--- src/rtl/debounce_pkg.sv ---
// Shared constants and width helpers for the push-button debouncers.
package debounce_pkg;

    localparam int DEB_STABLE_DEFAULT        = 50;
    localparam int DEB_REPEAT_DELAY_DEFAULT  = 500000;
    localparam int DEB_REPEAT_PERIOD_DEFAULT = 100000;

    // Counter width able to hold 0..value-1, never narrower than one bit.
    function automatic int clog2_min1(input int value);
        int w;
        w = $clog2(value);
        if (w < 1) begin
            return 1;
        end else begin
            return w;
        end
    endfunction

    function automatic int max_int(input int a, input int b);
        if (a > b) begin
            return a;
        end else begin
            return b;
        end
    endfunction

endpackage

--- src/rtl/debounce_channel.sv ---
// One debounced button: synchroniser, stability counter, level and strobes.
// Auto-repeat of the press strobe exists only when MULTI_BTN_DEBOUNCE_REPEAT_EN is defined.
module debounce_channel
    import debounce_pkg::*;
#(
    parameter int STABLE_CYCLES = DEB_STABLE_DEFAULT,
    parameter int ACTIVE_LOW    = 1,
    parameter int REPEAT_DELAY  = DEB_REPEAT_DELAY_DEFAULT,
    parameter int REPEAT_PERIOD = DEB_REPEAT_PERIOD_DEFAULT
) (
    input  logic clk,
    input  logic rst,
    input  logic raw,
    output logic level,
    output logic press,
    output logic release_strobe,
    output logic press_nxt
);

    localparam int            CW       = clog2_min1(STABLE_CYCLES + 1);
    localparam logic [CW-1:0] CNT_LAST = CW'(STABLE_CYCLES - 1);
    localparam logic [CW-1:0] CNT_ONE  = CW'(1);
    localparam logic          POL      = (ACTIVE_LOW != 0) ? 1'b1 : 1'b0;

    logic          sync1_r, sync2_r, level_r, press_r, release_r;
    logic [CW-1:0] cnt_r, cnt_nxt_s;
    logic          level_nxt_s, press_acc_s, release_acc_s, rpt_fire_s, press_out_s;

    // Stability counter: any sample equal to the current level restarts the count.
    always_comb begin
        cnt_nxt_s     = cnt_r;
        level_nxt_s   = level_r;
        press_acc_s   = 1'b0;
        release_acc_s = 1'b0;
        if (sync2_r == level_r) begin
            cnt_nxt_s = {CW{1'b0}};
        end else if (cnt_r == CNT_LAST) begin
            cnt_nxt_s     = {CW{1'b0}};
            level_nxt_s   = sync2_r;
            press_acc_s   = sync2_r;
            release_acc_s = ~sync2_r;
        end else begin
            cnt_nxt_s = cnt_r + CNT_ONE;
        end
    end

`ifdef MULTI_BTN_DEBOUNCE_REPEAT_EN
    localparam int            RW          = clog2_min1(max_int(REPEAT_DELAY, REPEAT_PERIOD) + 1);
    localparam logic [RW-1:0] RPT_D_LAST  = RW'(REPEAT_DELAY - 1);
    localparam logic [RW-1:0] RPT_P_LAST  = RW'(REPEAT_PERIOD - 1);
    localparam logic [RW-1:0] RPT_ONE     = RW'(1);

    logic [RW-1:0] rpt_cnt_r, rpt_cnt_nxt_s;
    logic          rpt_first_r, rpt_first_nxt_s;

    // Repeat timer: first interval is the delay, later ones the period; idle while released.
    always_comb begin
        rpt_cnt_nxt_s   = rpt_cnt_r;
        rpt_first_nxt_s = rpt_first_r;
        rpt_fire_s      = 1'b0;
        if (press_acc_s) begin
            rpt_cnt_nxt_s   = {RW{1'b0}};
            rpt_first_nxt_s = 1'b1;
        end else if (level_r && !release_acc_s) begin
            if (rpt_first_r && (rpt_cnt_r == RPT_D_LAST)) begin
                rpt_fire_s      = 1'b1;
                rpt_cnt_nxt_s   = {RW{1'b0}};
                rpt_first_nxt_s = 1'b0;
            end else if (!rpt_first_r && (rpt_cnt_r == RPT_P_LAST)) begin
                rpt_fire_s    = 1'b1;
                rpt_cnt_nxt_s = {RW{1'b0}};
            end else begin
                rpt_cnt_nxt_s = rpt_cnt_r + RPT_ONE;
            end
        end else begin
            rpt_cnt_nxt_s   = {RW{1'b0}};
            rpt_first_nxt_s = 1'b1;
        end
    end

    // Repeat timer registers.
    always_ff @(posedge clk) begin
        if (rst) begin
            rpt_cnt_r   <= {RW{1'b0}};
            rpt_first_r <= 1'b1;
        end else begin
            rpt_cnt_r   <= rpt_cnt_nxt_s;
            rpt_first_r <= rpt_first_nxt_s;
        end
    end
`else
    assign rpt_fire_s = 1'b0;
`endif

    assign press_out_s = press_acc_s | rpt_fire_s;

    // Synchroniser, level and strobe registers; sync flops reset to the released value.
    always_ff @(posedge clk) begin
        if (rst) begin
            sync1_r   <= 1'b0;
            sync2_r   <= 1'b0;
            cnt_r     <= {CW{1'b0}};
            level_r   <= 1'b0;
            press_r   <= 1'b0;
            release_r <= 1'b0;
        end else begin
            sync1_r   <= raw ^ POL;
            sync2_r   <= sync1_r;
            cnt_r     <= cnt_nxt_s;
            level_r   <= level_nxt_s;
            press_r   <= press_out_s;
            release_r <= release_acc_s;
        end
    end

    assign level          = level_r;
    assign press          = press_r;
    assign release_strobe = release_r;
    assign press_nxt      = press_out_s & ~rst;

endmodule

--- src/rtl/multi_btn_debounce.sv ---
// N-channel push-button debouncer with press/release strobes and a combined any_press.
// Optional auto-repeat of press is enabled by defining MULTI_BTN_DEBOUNCE_REPEAT_EN.
module multi_btn_debounce
    import debounce_pkg::*;
#(
    parameter int N             = 4,
    parameter int STABLE_CYCLES = DEB_STABLE_DEFAULT,
    parameter int ACTIVE_LOW    = 1,
    parameter int REPEAT_DELAY  = DEB_REPEAT_DELAY_DEFAULT,
    parameter int REPEAT_PERIOD = DEB_REPEAT_PERIOD_DEFAULT
) (
    input  logic         clk,
    input  logic         rst,
    input  logic [N-1:0] in_btn,
    output logic [N-1:0] out_btn,
    output logic [N-1:0] press,
    output logic [N-1:0] release_strobe,
    output logic         any_press
);

    logic [N-1:0] press_nxt_s;
    logic         any_press_r;

    for (genvar i = 0; i < N; i++) begin : g_ch
        debounce_channel #(
            .STABLE_CYCLES (STABLE_CYCLES),
            .ACTIVE_LOW    (ACTIVE_LOW),
            .REPEAT_DELAY  (REPEAT_DELAY),
            .REPEAT_PERIOD (REPEAT_PERIOD)
        ) u_ch (
            .clk            (clk),
            .rst            (rst),
            .raw            (in_btn[i]),
            .level          (out_btn[i]),
            .press          (press[i]),
            .release_strobe (release_strobe[i]),
            .press_nxt      (press_nxt_s[i])
        );
    end

    // Registered from the channels' next-press terms so it lines up with press.
    always_ff @(posedge clk) begin
        if (rst) begin
            any_press_r <= 1'b0;
        end else begin
            any_press_r <= |press_nxt_s;
        end
    end

    assign any_press = any_press_r;

endmodule

--- config.mk ---
export PLATFORM = sky130hd
export DESIGN_NAME = multi_btn_debounce
export DESIGN_NICKNAME = d
export VERILOG_FILES = /design/src/rtl/debounce_pkg.sv /design/src/rtl/debounce_channel.sv /design/src/rtl/multi_btn_debounce.sv
export SDC_FILE = /design/constraint.sdc
export NUM_CORES = 1
export LEC_CHECK = 0
export ABC_CLOCK_PERIOD_IN_PS = 1450
export BUFFER_PORTS_ARGS = -buffer_cell sky130_fd_sc_hd__buf_2
export CAP_MARGIN = 5
export CORE_MARGIN = 1
export CORE_UTILIZATION = 38
export DETAILED_ROUTE_END_ITERATION = 6
export SYNTH_ARGS = -nofsm -noshare
export SYNTH_HDL_FRONTEND = slang
export SYNTH_SLANG_ARGS = --single-unit
--- constraint.sdc ---
create_clock -name clk -period 1.45 [get_ports clk]
set_clock_uncertainty 0.15 [all_clocks]
set_input_delay 0.3625 -clock clk [delete_from_list [all_inputs] [get_ports clk]]
set_output_delay 0.3625 -clock clk [all_outputs]
set_load 0.03 [all_outputs]
# ---- Word-level counts from Yosys, hierarchy flattened
# Cells that the tools add are included.
dict set report word_totals {
  word_cells 79
  register_bits 45
  inputBits 6
  out_inout_bits 13
}
dict set report op_classes {
  mux 8
  n_bitwise 21
  reduce_logical 13
  n_eq_ne 8
  addsub 4
}
# operator count
set ops {}
lappend ops {{$add A6 B1 Y6 const B} 4}
lappend ops {{$eq A6 B6 Y1 const B} 4}
lappend ops {{$reduce_or A3 Y1} 8}
lappend ops {{$not A1 Y1} 17}
lappend ops {{$mux W1} 8}
lappend ops {{$reduce_and A2 Y1} 4}
lappend ops {{$and A1 B1 Y1} 4}
lappend ops {{$eq A1 B1 Y1} 4}
lappend ops {{$reduce_or A4 Y1} 1}

# ---- Logic depth before layout (Yosys ltp)
# Gate-level depths: netlist (run 1).
dict set report depth {
  word_depth 5
  mapped_depth 5
}

# ---- Hierarchy
# From an unflattened synthesis (run 1), not the netlist that was laid out.
dict set report hier_totals {
  cells_unflattened 175
  hier_area_um2 1791.7
}
# module area_per_inst_um2 cells_per_inst instances seq_area_each_um2
set modules_own_cells {}
lappend modules_own_cells {debounce_channel 440.4 43 4 220.2}
lappend modules_own_cells {multi_btn_debounce 30.0 3 1 20.0}

# ---- Worst setup path before layout (run 1)
# OpenSTA, ideal clock, no wires.
dict set report synth_timing {
  path_type {flip-flop to flip-flop}
  start {register g_ch[0].u_ch.cnt_r[0]}
  end {register any_press_r, in the netlist any_press}
  stages_incl_launch_ff 5
  t_arrival_ns 1.283
  setup_ns 0.077
  slack_ns -0.060
  cell_sequence {dfxtp_1 -> ha_1 -> nand4bb_1 -> or4_1 -> a41oi_2}
}
dict set report synth_between {
  elab_chain_cells 5
}
# item line
set synth_lines {}
lappend synth_lines {{start: declaration} debounce_channel.sv:26} ;# logic [CW-1:0] cnt_r, cnt_nxt_s;
lappend synth_lines {{start signal: assignment} debounce_channel.sv:102} ;# cnt_r <= {CW{1'b0}};
lappend synth_lines {{start signal: assignment} debounce_channel.sv:109} ;# cnt_r <= cnt_nxt_s;
lappend synth_lines {{$eq A6 B6 Y1} debounce_channel.sv:37} ;# end else if (cnt_r == CNT_LAST) begin
lappend synth_lines {{$mux W1} debounce_channel.sv:37}
lappend synth_lines {{$mux W1} debounce_channel.sv:35} ;# if (sync2_r == level_r) begin
lappend synth_lines {{$and A1 B1 Y1} debounce_channel.sv:119} ;# assign press_nxt = press_out_s & ~rst;
lappend synth_lines {{$reduce_or A4 Y1} multi_btn_debounce.sv:46} ;# any_press_r <= |press_nxt_s;
lappend synth_lines {{end signal: assignment} multi_btn_debounce.sv:46}
lappend synth_lines {{end: declaration} multi_btn_debounce.sv:22} ;# logic any_press_r;
# Every way passes these cells.
# A chain may end at the register's enable or synchronous reset.

# ---- Final worst setup path (run 1)
dict set report layout_timing {
  start {register g_ch[0].u_ch.cnt_r[1]}
  end {register g_ch[0].u_ch.level_r}
}
dict set report layout_between {
  elab_chain_cells 2
}
# item line
set layout_lines {}
lappend layout_lines {{$eq A6 B6 Y1} debounce_channel.sv:37}
lappend layout_lines {{$reduce_and A2 Y1 (no source line)} -}
lappend layout_lines {{end signal: assignment} debounce_channel.sv:110} ;# level_r <= level_nxt_s;
lappend layout_lines {{end: declaration} debounce_channel.sv:25} ;# logic sync1_r, sync2_r, level_r, press_r, release_r;
# Every way passes these cells.

==> results of run 1 <==
-- worst max-delay path: stages (launching register included) --
cell	delay, ns
dfxtp_2	0.33
inv_2	0.06
ha_4	0.13
nand4bb_4	0.12
buf_6	0.14
or3_4	0.37
a21oi_2	0.14
-- area by class of cell --
class / count / area share
timing repair buffer: 40 / 0.120
tap: 52 / 0.0289
clock buffer: 7 / 0.0383
sequential: 45 / 0.402
inverter: 14 / 0.0233
multi-input combinational: 115 / 0.387
-- registers in the layout, indices dropped and copies added, names as in the netlist --
name,count
any_press,1
g_ch.u_ch.cnt_r,24
g_ch.u_ch.level,4
g_ch.u_ch.press,4
g_ch.u_ch.release_strobe,4
g_ch.u_ch.sync1_r,4
g_ch.u_ch.sync2_r,4
-- per-layer routing --
| metal | global-route usage | routed length (um) |
|---|---|---|
| met5 | 0 | 0 |
| met4 | 0.0654 | 54 |
| met3 | 0.0338 | 97 |
| met2 | 0.208 | 1360 |
| met1 | 0.162 | 1500 |
-- power by group through the flow --
stage	logic, W	registers (W)	clock network, W
after global placement	0.0000606	0.00129	0
after global routing	0.0000753	0.00126	0.000843
after CTS	0.0000617	0.00126	0.000801
after floorplan	0.0000302	0.00129	0
final	0.0000661	0.00126	0.000763
after detailed placement	0.0000614	0.00129	0
-- logic make-up after synthesis --
group	Yosys count
and+or+nand+nor	70
buffers and inverters	28
AOI/OAI and AO/OA	21
xor gates and xnor gates	16
DFF	45
adders and majority gates	8
-- repair_timing --
| item | in CTS | in global routing |
|---|---|---|
| endpoints found under the setup margin | 2 | 20 |
| resized for setup | 0 | 29 |
| setup buffers | 2 | 0 |
| pin swaps | 3 | 8 |
| gates cloned | 0 | 0 |
-- worst paths after layout --
kind	from	endpoint	slack (ns)	cells past startpoint
setup reg to reg	g_ch[0].u_ch.cnt_r[1]	g_ch[0].u_ch.level	-0.04	6
hold reg to reg	g_ch[2].u_ch.sync1_r	g_ch[2].u_ch.sync2_r	0.29	1
setup / recovery	g_ch[0].u_ch.cnt_r[1]	g_ch[0].u_ch.level	-0.04	6
hold / removal	in_btn[1]	g_ch[1].u_ch.sync1_r	0.06	2
-- cells in the mapped netlist, drive strengths merged --
| master | number |
|---|---|
| dfxtp | 45 |
| nor2 | 25 |
| inv | 14 |
| buf | 13 |
| nand3 | 10 |
| xor2 | 9 |
| a21oi | 8 |
| ha | 8 |
| xnor2 | 7 |
| o21ai | 6 |
| or3 | 6 |
| nor2b | 5 |
| nand2 | 4 |
| nand4 | 4 |
| a311o | 2 |
| a31o | 2 |
| nand2b | 2 |
| nand4bb | 2 |
| nor3b | 2 |
| nor4 | 2 |
| nor4b | 2 |
| o211ai | 2 |
| or2 | 2 |
| or4 | 2 |
| a41oi | 1 |
| and2 | 1 |
| and4b | 1 |
| clkbuf | 1 |
-- stage by stage --
step                hold WS [ns]  power (W)  worst slack (ns)  std cells
finish                    0.0616    0.00209           -0.0448        273
global route              0.0602    0.00218            -0.104        273
CTS                       0.0483    0.00212           -0.0176        273
detailed placement         0.272    0.00135           -0.0788        264
global placement           0.267    0.00135           -0.0603        264
floorplan                  0.261    0.00132           -0.0200        188
==> metrics.md, run 1 <==
| Metric | Value |
|---|---|
| Status | `finished with violations` |
| Violated checks | `setup timing` |
| Kind of critical path | `reg -> reg` |
| Largest net degree at the start of global routing | `13` |
| Slew Limit Headroom | `0.839` |
| Routed via count | `1,289` |
| Port bufs | `18` |
| Least-Margin Pin Slew | `0.241 ns` |
| Syn nets | `202` |
| Cell variety after synth | `33` |
| Maxcap violations | `0` |
| Crit path arrival time | `1.57 ns` |
| Post-synthesis sequential area ratio | `0.491` |
| Xor and xnor area share after synthesis | `0.0765` |
| Share of cells above drive strength 1 | `0.353` |
| Switch Pwr | `0.000428 W` |
| Yosys reg bits | `45` |
| Leading cell type in the layout, fill and taps excluded | `dfxtp_1` |
| # rows | `24` |
| Die height | `71.5 um` |
| CTS root buffer | `clkbuf_8` |
| Hold Buf Count CTS | `0` |
| Part of the power in registers | `0.603` |
| Dpl hpwl | `about 2100 um` |
| I/O Pins | `19` |
| Mapped Area | `1830 um^2` |
| Post-route DRC | `0` |
| Vias in the first global route | `1,234` |
| Clock buffer count from CTS | `5` |
| Fin worst setup slack | `-0.0448 ns` |
| RD Place Congestion | `0.787` |
| RSZ-0062 raised after global routing | `yes` |
| Max rail drop VDD | `0.000464 V` |
| Routed Wire Length | `3010 um` |
| Max clock buf depth | `2` |
| Post-Synth Simple-Gate Area | `0.220` |
| TritonRoute pass-1 iters | `4` |
| Design area | `about 2300 um^2` |
| Register area | `907 um^2` |
| Top cells by area, synth | `dfxtp_1 (49%), ha_1 (5.5%), nor2_1 (5.1%)` |
| Worst path required time | `1.53 ns` |
| Hold Fails Final Rpt | `0` |
| Initial core utilization | `0.407` |
| CTS tree | `yes` |
| Yosys top cell by area | `dfxtp_1` |
| Critical path capture point type | `flip-flop` |
| Gr ovfl total | `0` |
| # fillers | `435` |
| Initial antenna violation count | `0` |
| Slew Limit Fails | `0` |
| Sw Ratio | `0.205` |
| Compound-gate portion of the synthesized area | `0.0758` |
| Avg Cell Area, Syn | `9.75 um^2` |
| Fin nets | `approximately 240` |
| FMAX | `669 MHz` |
| Sink Count | `45` |
| Finish-stage setup viols | `2` |
| H-tree depth | `2` |
| Global-route wire length before repair | `slightly above 5000 um` |
| Final Cycle Share | `1.03` |
| Post-synthesis adder-cell area fraction | `0.0546` |
| Leakage | `0.874 nW` |
| Internal power | `~0.0017 W` |
| Multiplexer share of the synthesized area | `0` |
| Die area | `5110 um^2` |
| CTS clock-pin slew for the worst setup and hold paths | `roughly 0.08 ns` |
| Post-placement cell area | `approximately 2000 um^2` |
| Core ar. | `4500 um^2` |
| Total GRT Usage | `0.130` |
| PD cells | `925 nW/um^2` |
| Vias per cell | `4.72` |
| Combinational fraction of design power | `0.032` |
| Warnings from Yosys | `0` |
| Chip width | `71.5 um` |
| Antenna-violating nets left | `0` |
| Most frequent cells in the layout | `dfxtp_1 (40), buf_4 (20), nor2_1 (19), buf_2 (15), inv_1 (13)` |
| Mapped Cells | `between 150 and 200` |
| Clk Latency, worst-skew pair | `slightly below 0.3 ns` |
| Top cell type's share of synthesized area | `0.491` |
| Worst hold-check path type | `in -> reg` |
| Final Core Density | `0.501` |
| Wire per inst | `11.0 um` |
| 1st-iter DRT viols | `26` |
| Tmin final | `roughly 1.5 ns` |
| Critical path launch point type | `flip-flop` |
| Largest family of logic cells by synthesized area | `simple AND/OR/NAND/NOR gates` |
| Clk network pwr share | `0.366` |
| Ant. Diodes | `0` |
| Multi-input gate area | `roughly 870 um^2` |
| Setup_tns | `-0.0668 ns` |
| Critical path peak fanout | `3` |
| Layout area overhead | `23.0%` |
No activity file was read; power rests on OpenSTA's default activity.
==> inputs of run 2 (changes only) <==
--- a/config.mk
+++ b/config.mk
@@ -9,8 +9,9 @@
 export BUFFER_PORTS_ARGS = -buffer_cell sky130_fd_sc_hd__buf_2
 export CAP_MARGIN = 5
 export CORE_MARGIN = 1
-export CORE_UTILIZATION = 38
+export CORE_UTILIZATION = 46
 export DETAILED_ROUTE_END_ITERATION = 6
+export PLACE_DENSITY = 0.67
 export SYNTH_ARGS = -nofsm -noshare
 export SYNTH_HDL_FRONTEND = slang
 export SYNTH_SLANG_ARGS = --single-unit
==> run 2 against run 1 <==
Compared with the run above:
- the run still ends with setup timing left
- clock power is 3.3% lower
- critical path depth fell by 1
- worst setup slack improved by 0.041 ns
- critical path type unchanged
- highest routed layer unchanged
==> metrics.md, run 2 (synthesis results as in run 1) <==
| Metric | Value |
|---|---|
| Slew Limit Fails | `0 (unchanged)` |
| H-tree depth | `2 (unchanged)` |
| Setup Buffers After CTS | `0 (-2)` |
| Ant. Diodes | `0 (unchanged)` |
| Multi-input gate area | `861 um^2 (-1.4%)` |
| Violated checks | `setup timing` |
| Critical Path Max Stage Delay | `0.44 ns (+0.07 ns)` |
| Layout area overhead | `21.1%` |
| Dpl hpwl | `2400 um (+14%)` |
| I/O Pins | `19 (unchanged)` |
| RSZ-0062 raised after global routing | `yes` |
| Post-route DRC | `0 (unchanged)` |
| Max rail drop VDD | `0.000701 V (+51%)` |
| Initial core utilization | `0.490 (+0.0827)` |
| CTS tree | `yes` |
| Fin nets | `233 (-0.85%)` |
| Critical path capture point type | `flip-flop` |
| FMAX | `688 MHz (+2.9%)` |
| Chip width | `65.1 um (-8.9%)` |
| Slew Limit Headroom | `0.825 (-0.0137)` |
| Worst path required time | `1.52 ns (about the same)` |
| Hold path startpoint | `in_btn[1]` |
| Core ar. | `3740 um^2 (-17%)` |
| Final Cycle Share | `1.00 (-0.0286)` |
| Status | `finished with violations` |
| Initial antenna violation count | `0 (unchanged)` |
| Die area | `4240 um^2 (-17%)` |
| Clk Latency, worst-skew pair | `0.30 ns (about the same)` |
| 1st-iter DRT viols | `56 (+120%)` |
| PD cells | `928 nW/um^2 (+0.29%)` |
| Share of cells above drive strength 1 | `0.345 (-0.00749)` |
| Pre-CTS setup slack | `-0.0869 ns (-0.00809 ns)` |
| Finish-stage setup viols | `1 (-1)` |
| Least-Margin Pin Slew | `0.259 ns (+0.0178 ns)` |
| Routed via count | `1,325 (+2.8%)` |
| Routed Wire Length | `3190 um (+5.8%)` |
| Leading cell type in the layout, fill and taps excluded | `dfxtp_1` |
| Number of flip-flops in the largest register | `24 (unchanged)` |
| Hold Fails Final Rpt | `0 (unchanged)` |
| Final Hold Slack | `0.0590 ns (-0.00262 ns)` |
| Fin worst setup slack | `-0.00335 ns (+0.0415 ns)` |
| Largest net degree at the start of global routing | `15 (+2)` |
| CTS clock-pin slew for the worst setup and hold paths | `0.08 ns (about the same)` |
| Total GRT Usage | `0.174 (+0.0441)` |
| # rows | `22 (-8.3%)` |
| Tmin final | `1.45 ns (-0.0415 ns)` |
| Sink Count | `45 (unchanged)` |
| Reg2reg start | `g_ch[0].u_ch.cnt_r[1]` |
| Critical path peak fanout | `2 (-1)` |
| TritonRoute pass-1 iters | `4 (unchanged)` |
| Die height | `65.1 um (-8.9%)` |
| Worst hold-check path type | `in -> reg` |
| Maxcap violations | `0 (unchanged)` |
| Wire per inst | `11.9 um (+7.8%)` |
| Antenna-violating nets left | `0 (unchanged)` |
| CP startpoint | `g_ch[0].u_ch.cnt_r[1]` |
| CTS root buffer | `clkbuf_8` |
| Vias in the first global route | `1,317 (+6.7%)` |
| # fillers | `337 (-23%)` |
| CP Cell Sequence | `inv_2, ha_4, nand4bb_1, or4_4, a41oi_2` |
| RD Place Congestion | `0.774 (-1.6%)` |
| Clock buffer count from CTS | `5 (unchanged)` |
| Leakage | `0.868 nW (-0.71%)` |
| Most frequent cells in the layout | `dfxtp_1 (39), nor2_1 (23), buf_4 (19), buf_2 (15), inv_1 (12)` |
| Gr ovfl total | `0 (unchanged)` |
| Total Power | `0.00206 W (-1.3%)` |
| Kind of critical path | `reg -> reg` |
| Crit path arrival time | `1.53 ns (-0.04 ns)` |
| Max clock buf depth | `2 (unchanged)` |
| Register area | `908 um^2 (+0.14%)` |
| Vias per cell | `4.94 (+4.7%)` |
| Port bufs | `18 (unchanged)` |
| Global-route wire length before repair | `5530 um (+7.6%)` |
| Top reg by flops | `g_ch.u_ch.cnt_r` |
| Critical path launch point type | `flip-flop` |
| Slowest-stage cell, CP | `or4_4` |
[run 2: cell type report]
class | count | share of cell area
inverters | 14 | 0.0237
multi-input cells | 115 | 0.388
repair buffers | 38 | 0.113
clock buffers | 5 | 0.0310
well taps | 48 | 0.0271
flip-flops and latches | 45 | 0.409
clock inverters | 3 | 0.00789
[run 2: final timing paths]
path                           to  slack, ns  cells past startpoint
max                     any_press     -0.003                      5
min          g_ch[1].u_ch.sync1_r       0.06                      2
max reg2reg             any_press     -0.003                      5
min reg2reg  g_ch[0].u_ch.sync2_r       0.29                      1
[run 2: critical path, delay by kind of cell, from the launching register on]
kind / cells / cell delay (ns)
AO/OA/AOI/OAI: 1 / 0.19
adder cells (fa/ha/maj): 1 / 0.11
buffers and inverters: 1 / 0.06
flip-flops: 1 / 0.33
AND/OR/NAND/NOR: 2 / 0.55
[run 2: where the power goes]
part | internal (W) | switching, W
Combinational | 0.0000311 | 0.0000325
Sequential | 0.00125 | 0.0000101
Clock | 0.000332 | 0.000406
[run 2: timing repair]
item / 4_1_cts / 5_1_grt
setup endpoints to repair: 4 / 20
resized for setup: 10 / 18
pin swaps: 4 / 8
hold buffers: 0 / 0
[run 2: layer usage]
| metal | GRT usage | vias up | part of all wire |
|---|---|---|---|
| met3 | 0.0503 | 8 | 0.041 |
| li1 | - | 683 | - |
| met5 | 0 | - | 0 |
| met4 | 0.0924 | 0 | 0.020 |
| met1 | 0.195 | 613 | 0.44 |
| met2 | 0.297 | 21 | 0.50 |
[run 2: through the flow]
step / cell area [um^2] / setup TNS (ns) / cells / utilization
2_1_floorplan: 1840 / -0.0200 / 188 / -
3_3_place_gp: 2040 / -0.0617 / 260 / 0.545
3_5_place_dp: 2040 / -0.240 / 260 / 0.545
4_1_cts: 2160 / -0.0577 / 268 / 0.578
5_1_grt: 2220 / -0.466 / 268 / 0.593
6_report: 2220 / -0.00335 / 268 / 0.593
==> inputs of run 3 (changes only) <==
--- a/config.mk
+++ b/config.mk
@@ -8,10 +8,13 @@
 export ABC_CLOCK_PERIOD_IN_PS = 1450
 export BUFFER_PORTS_ARGS = -buffer_cell sky130_fd_sc_hd__buf_2
 export CAP_MARGIN = 5
+export CELL_PAD_IN_SITES_DETAIL_PLACEMENT = 1
+export CELL_PAD_IN_SITES_GLOBAL_PLACEMENT = 2
 export CORE_MARGIN = 1
-export CORE_UTILIZATION = 46
+export CORE_UTILIZATION = 33
+export CTS_CLUSTER_SIZE = 25
 export DETAILED_ROUTE_END_ITERATION = 6
-export PLACE_DENSITY = 0.67
+export PLACE_DENSITY_LB_ADDON = 0.1
 export SYNTH_ARGS = -nofsm -noshare
 export SYNTH_HDL_FRONTEND = slang
 export SYNTH_SLANG_ARGS = --single-unit
==> run 3 against run 2 <==
Compared with the run above:
- the run still ends with setup timing left
- cell area rose by 1.6%
- first-iteration DRC count fell by 68%
- register-to-register slack got worse by 0.02 ns
- clock power rose by 5.0%
- critical path depth fell by 2
- critical path type unchanged
- combinational power rose by 2%
- sequential power barely moved
- power rose by 1.8%
==> metrics.md, run 3 (synthesis results as in run 1) <==
| Metric | Value |
|---|---|
| Leakage | `0.873 nW (+0.63%)` |
| RSZ-0062 raised after global routing | `yes` |
| Layout area overhead | `23.0%` |
| Dpl hpwl | `2810 um (+17%)` |
| Fin nets | `235 (+0.86%)` |
| Slowest-stage cell, CP | `or4_4` |
| TritonRoute pass-1 iters | `4 (unchanged)` |
| Leading cell type in the layout, fill and taps excluded | `dfxtp_1` |
| Final Hold Slack | `0.0558 ns (-0.00319 ns)` |
| Chip width | `76.5 um (+18%)` |
| Setup_tns | `-0.0247 ns (-0.0214 ns)` |
| Total Power | `0.00210 W (+1.8%)` |
| Initial core utilization | `0.350 (-0.140)` |
| Die height | `76.5 um (+18%)` |
| Clk network pwr share | `0.369 (+0.011)` |
| RD Place Congestion | `0.731 (-5.6%)` |
| Critical path peak fanout | `5 (+3)` |
| Global-route wire length before repair | `6490 um (+17%)` |
| Initial antenna violation count | `0 (unchanged)` |
| Total GRT Usage | `0.139 (-0.0346)` |
| CTS root buffer | `clkbuf_8` |
| Final Core Density | `0.430 (-0.162)` |
| Switch Pwr | `0.000440 W (-1.9%)` |
| Least-Margin Pin Slew | `0.297 ns (+0.0381 ns)` |
| Ant. Diodes | `0 (unchanged)` |
| Critical path capture point type | `flip-flop` |
| Design area | `2250 um^2 (+1.6%)` |
| Fin worst setup slack | `-0.0247 ns (-0.0214 ns)` |
| Critical Path Max Stage Delay | `0.51 ns (+0.07 ns)` |
| Slew Limit Headroom | `0.801 (-0.0243)` |
| Max rail drop VDD | `0.000444 V (-37%)` |
| Final Cycle Share | `1.02 (+0.0148)` |
| Core ar. | `5240 um^2 (+40%)` |
| Top reg by flops | `g_ch.u_ch.cnt_r` |
| I/O Pins | `19 (unchanged)` |
| Port bufs | `18 (unchanged)` |
| Tmin final | `1.47 ns (+0.0214 ns)` |
| Maxcap violations | `0 (unchanged)` |
| Status | `finished with violations` |
| Slew Limit Fails | `0 (unchanged)` |
| Wire per inst | `12.8 um (+7.8%)` |
| FMAX | `678 MHz (-1.5%)` |
| Violated checks | `setup timing` |
| CTS clock-pin slew for the worst setup and hold paths | `0.08 ns (about the same)` |
| 1st-iter DRT viols | `18 (-68%)` |
| Worst path required time | `1.52 ns (about the same)` |
| Critical path launch point type | `flip-flop` |
| H-tree depth | `2 (unchanged)` |
| Part of the power in registers | `0.600 (-0.011)` |
| Internal power | `0.00166 W (+2.9%)` |
| Die area | `5860 um^2 (+38%)` |
| Number of flip-flops in the largest register | `24 (unchanged)` |
| Antenna-violating nets left | `0 (unchanged)` |
| Routed Wire Length | `3730 um (+17%)` |
| Hold Fails Final Rpt | `0 (unchanged)` |
| Max clock buf depth | `2 (unchanged)` |
| Sink Count | `45 (unchanged)` |
| PD cells | `930 nW/um^2 (+0.26%)` |
| Post-route DRC | `0 (unchanged)` |
| Clock buffer count from CTS | `5 (unchanged)` |
| Post-placement cell area | `2060 um^2 (+0.98%)` |
| Share of cells above drive strength 1 | `0.339 (-0.00609)` |
| Combinational fraction of design power | `0.031 (about the same)` |
| Sw Ratio | `0.210 (-0.00789)` |
| CP Cell Sequence | `nand4bb_4, or4_4, a41oi_2` |
| # rows | `26 (+18%)` |
| Routed via count | `1,354 (+2.2%)` |
| Vias in the first global route | `1,428 (+8.4%)` |
| Vias per cell | `4.65 (-5.9%)` |
| Most frequent cells in the layout | `dfxtp_1 (35), nor2_1 (25), buf_4 (23), buf_2 (14), inv_1 (12)` |
| Finish-stage setup viols | `1 (unchanged)` |
| Hold Buf Count CTS | `0 (unchanged)` |
| Gr ovfl total | `0 (unchanged)` |
| Largest net degree at the start of global routing | `13 (-2)` |
| Crit path arrival time | `1.55 ns (+0.02 ns)` |
| Worst hold-check path type | `in -> reg` |
| Kind of critical path | `reg -> reg` |
| Clk Latency, worst-skew pair | `0.29 ns (about the same)` |
| CTS tree | `yes` |
==> run 3: cell types whose count changed in the layout (fill, tap and decap cells not counted), moves of 3 or more <==
cell     before  now
dfxtp_2       6   10
a21oi_2       4    0
a21oi_1       4    8
dfxtp_1      39   35
or3_4         3    0
buf_4        19   23
==> run 3: final timing paths <==
kind,startpoint,end,slack [ns],depth (start not counted)
worst max register to register,g_ch[2].u_ch.cnt_r[3],any_press,-0.02,3
worst max-delay path,g_ch[2].u_ch.cnt_r[3],any_press,-0.02,3
worst min register to register,g_ch[1].u_ch.sync1_r,g_ch[1].u_ch.sync2_r,0.30,1
worst min-delay path,in_btn[1],g_ch[1].u_ch.sync1_r,0.06,2
==> run 3: critical path, delay by kind of cell (launching register included) <==
kind             cells  cell delay, ns
AND/OR/NAND/NOR      2            0.75
flip-flops           1            0.32
AO/OA/AOI/OAI        1            0.18
==> run 3: cell type report <==
class / count / area, um^2
fillers: 625 / 2980
flip-flops and latches: 45 / 913
multi-input cells: 115 / 846
repair buffers: 40 / 269
well taps: 70 / 87.6
clock buffers: 7 / 86.3
inverters: 14 / 52.6
==> run 3: through the flow <==
step	instances	worst slack, ns
after floorplan	188	-0.0200
after global placement	281	-0.0601
after detailed placement	281	-0.125
after CTS	289	-0.0428
after global routing	291	-0.0963
final	291	-0.0247
==> run 3: power by group through the flow <==
stage | combinational [W] | sequential (W) | clock, W
2_1_floorplan | 0.0000302 | 0.00129 | 0
3_3_place_gp | 0.0000603 | 0.00129 | 0
3_5_place_dp | 0.0000636 | 0.00129 | 0
4_1_cts | 0.0000658 | 0.00126 | 0.000823
5_1_grt | 0.0000730 | 0.00126 | 0.000884
6_report | 0.0000647 | 0.00126 | 0.000775
==> run 3: metal layers <==
| metal | wire (um) | share of wire | vias up | GRT usage |
|---|---|---|---|---|
| met3 | 104 | 0.028 | 6 | 0.0287 |
| met2 | 1860 | 0.50 | 19 | 0.240 |
| li1 | - | - | 684 | - |
| met4 | 40 | 0.011 | 0 | 0.0635 |
| met5 | 0 | 0 | - | 0 |
| met1 | 1720 | 0.46 | 645 | 0.165 |
==> run 3: repair_timing <==
item,CTS,global route
pin swaps,3,4
buffers inserted,1,2
setup endpoints to repair,7,14
gates cloned,0,0
gates resized for setup,9,17
